## src/rtl/stream_deinterleaver.sv

```systemverilog
// Splits one valid/ready input stream into two lanes, alternating beats lane 0, lane 1, ...
// Each lane is a small FIFO; in_ready looks only at the lane whose turn it is.
module stream_deinterleaver #(
    parameter int DATA_WIDTH = 8,
    parameter int LANE_DEPTH = 2
) (
    input  logic                            clk,
    input  logic                            rst,
    input  logic                            clear,
    input  logic [DATA_WIDTH-1:0]           in_data,
    input  logic                            in_valid,
    output logic                            in_ready,
    output logic [DATA_WIDTH-1:0]           lane0_data,
    output logic                            lane0_valid,
    input  logic                            lane0_ready,
    output logic [DATA_WIDTH-1:0]           lane1_data,
    output logic                            lane1_valid,
    input  logic                            lane1_ready,
    output logic                            in_sel,
    output logic [$clog2(2*LANE_DEPTH):0]   count
);
    localparam int PTR_W = $clog2(LANE_DEPTH);
    localparam int OCC_W = PTR_W + 1;
    localparam int CNT_W = $clog2(2*LANE_DEPTH) + 1;

    logic [DATA_WIDTH-1:0] mem    [2][LANE_DEPTH];
    logic [PTR_W-1:0]      wr_ptr [2];
    logic [PTR_W-1:0]      rd_ptr [2];
    logic [OCC_W-1:0]      occ    [2];

    logic [1:0] lane_ready;
    logic [1:0] lane_valid;
    logic [1:0] rd_fire;
    logic [1:0] wr_fire;
    logic       in_fire;

    // in_ready comes from registered occupancy only, so a read frees space one cycle later
    always_comb begin
        lane_ready = {lane1_ready, lane0_ready};
        lane_valid = {occ[1] != '0, occ[0] != '0};
        rd_fire    = lane_valid & lane_ready;
        in_ready   = (occ[in_sel] != OCC_W'(LANE_DEPTH));
        in_fire    = in_valid & in_ready;
        wr_fire    = {in_fire & in_sel, in_fire & ~in_sel};
    end

    assign lane0_valid = lane_valid[0];
    assign lane1_valid = lane_valid[1];
    assign lane0_data  = mem[0][rd_ptr[0]];
    assign lane1_data  = mem[1][rd_ptr[1]];
    assign count       = CNT_W'(occ[0]) + CNT_W'(occ[1]);

    always_ff @(posedge clk) begin
        if (rst || clear) begin
            in_sel <= 1'b0;
            for (int k = 0; k < 2; k++) begin
                wr_ptr[k] <= '0;
                rd_ptr[k] <= '0;
                occ[k]    <= '0;
                for (int e = 0; e < LANE_DEPTH; e++) begin
                    mem[k][e] <= '0;
                end
            end
        end else begin
            if (in_fire) begin
                in_sel <= ~in_sel;
            end
            for (int k = 0; k < 2; k++) begin
                if (wr_fire[k]) begin
                    mem[k][wr_ptr[k]] <= in_data;
                    wr_ptr[k]         <= wr_ptr[k] + PTR_W'(1);
                end
                if (rd_fire[k]) begin
                    rd_ptr[k] <= rd_ptr[k] + PTR_W'(1);
                end
                if (wr_fire[k] && !rd_fire[k]) begin
                    occ[k] <= occ[k] + OCC_W'(1);
                end else if (!wr_fire[k] && rd_fire[k]) begin
                    occ[k] <= occ[k] - OCC_W'(1);
                end
            end
        end
    end
endmodule
```

## config.mk

```make
export PLATFORM = sky130hd
export DESIGN_NAME = stream_deinterleaver
export DESIGN_NICKNAME = d
export VERILOG_FILES = /design/src/rtl/stream_deinterleaver.sv
export SDC_FILE = /design/constraint.sdc
export NUM_CORES = 1
export LEC_CHECK = 0
export ABC_AREA = 1
export CAP_MARGIN = 15
export CELL_PAD_IN_SITES_DETAIL_PLACEMENT = 1
export CELL_PAD_IN_SITES_GLOBAL_PLACEMENT = 2
export CORE_MARGIN = 2
export CORE_UTILIZATION = 35
export CTS_BUF_LIST = sky130_fd_sc_hd__clkbuf_2
export CTS_CLUSTER_SIZE = 25
export DETAILED_ROUTE_END_ITERATION = 6
export GPL_TIMING_DRIVEN = 0
export PLACE_DENSITY = 0.87
export SETUP_SLACK_MARGIN = 0.02
export SLEW_MARGIN = 30
export SYNTH_ARGS = -nofsm -noshare
export SYNTH_HDL_FRONTEND = slang
export SYNTH_SLANG_ARGS = --single-unit
```

## constraint.sdc

```tcl
create_clock -name clk -period 2.1 [get_ports clk]
set_input_delay 0.21 -clock clk [delete_from_list [all_inputs] [get_ports clk]]
set_output_delay 0.21 -clock clk [all_outputs]
set_load 0.02 [all_outputs]
```

==> out/qor_table.md <==
| Parameter | Reported |
| --- | --- |
| WP data arrival | 1750 ps |
| Worst Setup Start Kind | register |
| Master of the slowest instance on the critical path | sky130_fd_sc_hd__edfxtp_1 |
| Largest voltage drop on the vdd net | 0.3201 mV |
| Post-DP HPWL | 2995 um |
| Ratio of routed vias to standard cells | 4.539 |
| Max Root-Sink Buffers | 2 |
| Number of synthesized register bits | 42 |
| Starting Density | 0.3629 |
| Peak Freq | 511.3 MHz |
| Gate family responsible for the most delay along the worst path | adder cells |
| Endpoint of the worst register-to-register path | mem[0][1] |
| Endpoint type of the worst setup path | output pin |
| Number of cells on the worst hold path | 4 |
| Top cell types by occurrence after synthesis | sky130_fd_sc_hd__nor2_1 (41), sky130_fd_sc_hd__edfxtp_1 (40), sky130_fd_sc_hd__inv_1 (23) |
| Number of port buffers | 36 |
| Number of max-slew violations in the final report | 0 |
| Net Sw Power | 0.4764 mW |
| Final Hold Fails | 0 |
| Leading area contributor after synthesis | sky130_fd_sc_hd__edfxtp_1 |
| Post-synth EDFFs | 40 |
| Nets | 241 |
| Clk root buf | sky130_fd_sc_hd__clkbuf_2 |
| Hold buffer count at cts | 0 |
| DRT Pass-1 Iters | 4 |
| Unrepaired setup endpoints after global routing | no |
| Series of cell instances along the critical path | ha_1, fa_1, dlygate4sd2_1 |
| Number of global-route vias before repair | 1317 |
| Synthesized netlist net count | 195 |
| Clock-pin slew on the worst setup and hold paths | 200 ps |
| Setup violators final | 0 |
| Maxcap violations | 0 |
| Share of total power in the clock network | 0.256 |
| Average instance area after synthesis | 11.42 um2 |
| Via count | 1339 |
| Ports placed on the boundary | 37 |
| Area share of the leading cell type in the synthesized netlist | 0.5974 |
| # H-tree levels | 2 |
| Crit path buf inv count | 1 |
| Largest stage delay on the critical path | 470 ps |
| Cells after Synth | 176 |
| Run status | complete, no violations |
| LEAKAGE | 1.323 nW |
| Clock latency reported for the late side of the worst-skew pair | 390 ps |
| Switching Fraction | 0.2638 |
| Maximum number of pins on one net before global-route repair | 14 |
| Layout cell share with drive strength beyond 1 | 0.2466 |
| Normalized max-slew margin | 0.8247 |
| Placeable core area | 5540 um2 |
| Row count | 27 |
| Yosys warnings | 0 |
| Cell Int Power | 1.329 mW |
| Number of antenna violations at the first check in global routing | 0 |
| Core occupancy in the finished layout | 0.4765 |
| Detail-routed net length per standard cell | 13.66 um |
| Worst min-delay path class | input port to register |
| Overall die width | 79.80 um |
| Portion of the clock cycle consumed by the worst path in the final layout | 0.9314 |
| Hold Path Origin | in_valid |
| Worst Tran Pin Value | 260.2 ps |
| Setup slack of the worst register-to-register path | 170 ps |
| Overall fraction of global-route tracks in use | 0.1384 |
| Routability congestion estimate | 0.6676 |
| Post-Place Cell Area | 2461 um2 |
| Final wirelength | 4031 um |
| Die Y-Extent | 79.80 um |
| Number of buffers added by the clock tree synthesis step | 5 |
| Detailed-route DRC error count | 0 |
| Num Clock Sinks | 42 |
| Power density normalized to cell area | 684.0 nW/um2 |
| Dominant cells by area after synthesis | sky130_fd_sc_hd__edfxtp_1 (60%), sky130_fd_sc_hd__mux2_2 (9.0%), sky130_fd_sc_hd__nor2_1 (7.7%) |
| Wire length of the first global-routing pass | 6492 um |
| Final Skew | 6.240 ps |
| CP required | 1890 ps |
| Leading cell type by number of instances after synthesis | sky130_fd_sc_hd__nor2_1 |
| Proportion of synthesized chip area in sequential cells | 0.6173 |
| Worst-path fanout max | 3 |
| Diodes inserted | 0 |
| Number of distinct library cell variants in the gate-level netlist after synthesis | 23 |
| Post-synth design cell area | 2011 um2 |
| First-iteration detailed-routing DRC count | 69 |
| Fraction of registers with async set/reset | 0 |
| Worst hold slack after final layout | 516.3 ps |
| Worst hold endpoint | in_sel |
| Critical register-to-register path startpoint | occ[0][0] |
| Crit Path Class | register to output pin |
| Top flip-flop cell by instance count after synthesis | sky130_fd_sc_hd__edfxtp_1 |
| Number of cells on the worst reg-to-reg path | 10 |
| Logic pwr share | 0.195 |
| CTS tree | built |
| Sequential share of power | 0.549 |
| Period minus WS final | 1956 ps |
| Post-layout instance area | 2640 um2 |
| Grt ovf | 0 |
| Die area | 6367 um2 |
| Syn-to-layout area delta | 31.30% |
| Number of nets with antenna violations after routing | 0 |
-- worst max-delay path by stage --
stage | slack (ps) | endpoint | startpoint | cells after the start
CTS | 20 | lane1_data[4] | rd_ptr[0][1] | 3
detailed placement | -110 | mem[0][2] | in_valid | 8
floorplan | 280 | mem[0][0] | occ[0][1] | 8
global route | 10 | mem[0][0] | occ[0][0] | 10
finish | 140 | count[2] | occ[1][0] | 3
global placement | -70 | mem[0][10] | in_valid | 8
-- metrics by stage --
stage	cells	total power [mW]	setup WS [ps]	setup TNS, ps
2_1_floorplan	176	1.217	279.1	0
3_3_place_gp	284	1.361	-66.04	-1014
3_5_place_dp	284	1.368	-110.2	-2059
4_1_cts	293	1.826	20.70	0
5_1_grt	295	1.886	12.83	0
6_report	295	1.806	144.1	0
-- power groups by stage --
stage	combinational, mW	clock (mW)	sequential (mW)
after floorplan	0.211	0	1.01
after global placement	0.351	0	1.01
after detailed placement	0.355	0	1.01
after CTS	0.359	0.476	0.991
after global routing	0.385	0.501	1.00
final	0.352	0.461	0.992
-- registers in the layout, indices dropped and copies added (netlist names), named ones only --
register / count
in_sel: 1
mem: 32
occ: 4
rd_ptr: 2
wr_ptr: 2
-- worst register-to-register path, stage by stage, from the launching register on --
cell and delay (ps):
sky130_fd_sc_hd__edfxtp_1 420, sky130_fd_sc_hd__buf_4 150, sky130_fd_sc_hd__inv_1 50, sky130_fd_sc_hd__nand3b_1 120
sky130_fd_sc_hd__nand3_2 80, sky130_fd_sc_hd__inv_1 110, sky130_fd_sc_hd__ha_2 220, sky130_fd_sc_hd__inv_2 60
sky130_fd_sc_hd__nor2_4 190, sky130_fd_sc_hd__nand2_4 150, sky130_fd_sc_hd__nand2_8 130
-- layout by cell type, fill, tap and decap left out, drive strengths merged --
cell	n
dlygate4sd2	7
dfxtp	2
ha	4
clkdlybuf4s50	17
dlymetal6s2s	11
a21oi	1
nand3	8
fa	1
mux2	16
clkinvlp	1
xor2	1
and2	1
inv	27
nand2	22
o21ai	1
nand3b	1
bufinv	1
buf	7
nand4	1
nor2	47
edfxtp	40
clkbuf	6
-- kinds of logic (layout without fill, tap and decap cells) --
family,count (synthesis),in the layout,synth area share
XOR/XNOR,1,1,0.004357
multiplexers,16,16,0.08961
AND/OR/NAND/NOR,80,80,0.1898
flip-flops,42,42,0.6173
buffers and inverters,30,77,0.05911
adder cells (fa/ha/maj),5,5,0.03485
AO/OA/AOI/OAI,2,2,0.004973
-- timing repair --
action / in CTS / in global routing
pin swaps: 0 / 5
resized for setup: 18 / 21
buffers inserted: 1 / 2
setup endpoints to repair: 51 / 45
-- cell type report --
type / count / area, um2
clock buffer: 6 / 30.03
inverter: 27 / 101.3
multi-input combinational: 104 / 720.7
sequential: 42 / 1241
fill: 601 / 2900
clock inverter: 2 / 37.54
timing repair buffer: 39 / 396.6
tap: 72 / 90.09
buffer: 3 / 22.52
-- layer usage --
metal  part of all wire  up-vias  global-route usage
met2               0.49       22              0.2286
met3              0.037        5             0.03281
met1               0.46      642              0.1770
met5                  0        -                   0
met4              0.017        0             0.05085
li1                   -      670                   -
(Power assumes the default switching activity.)
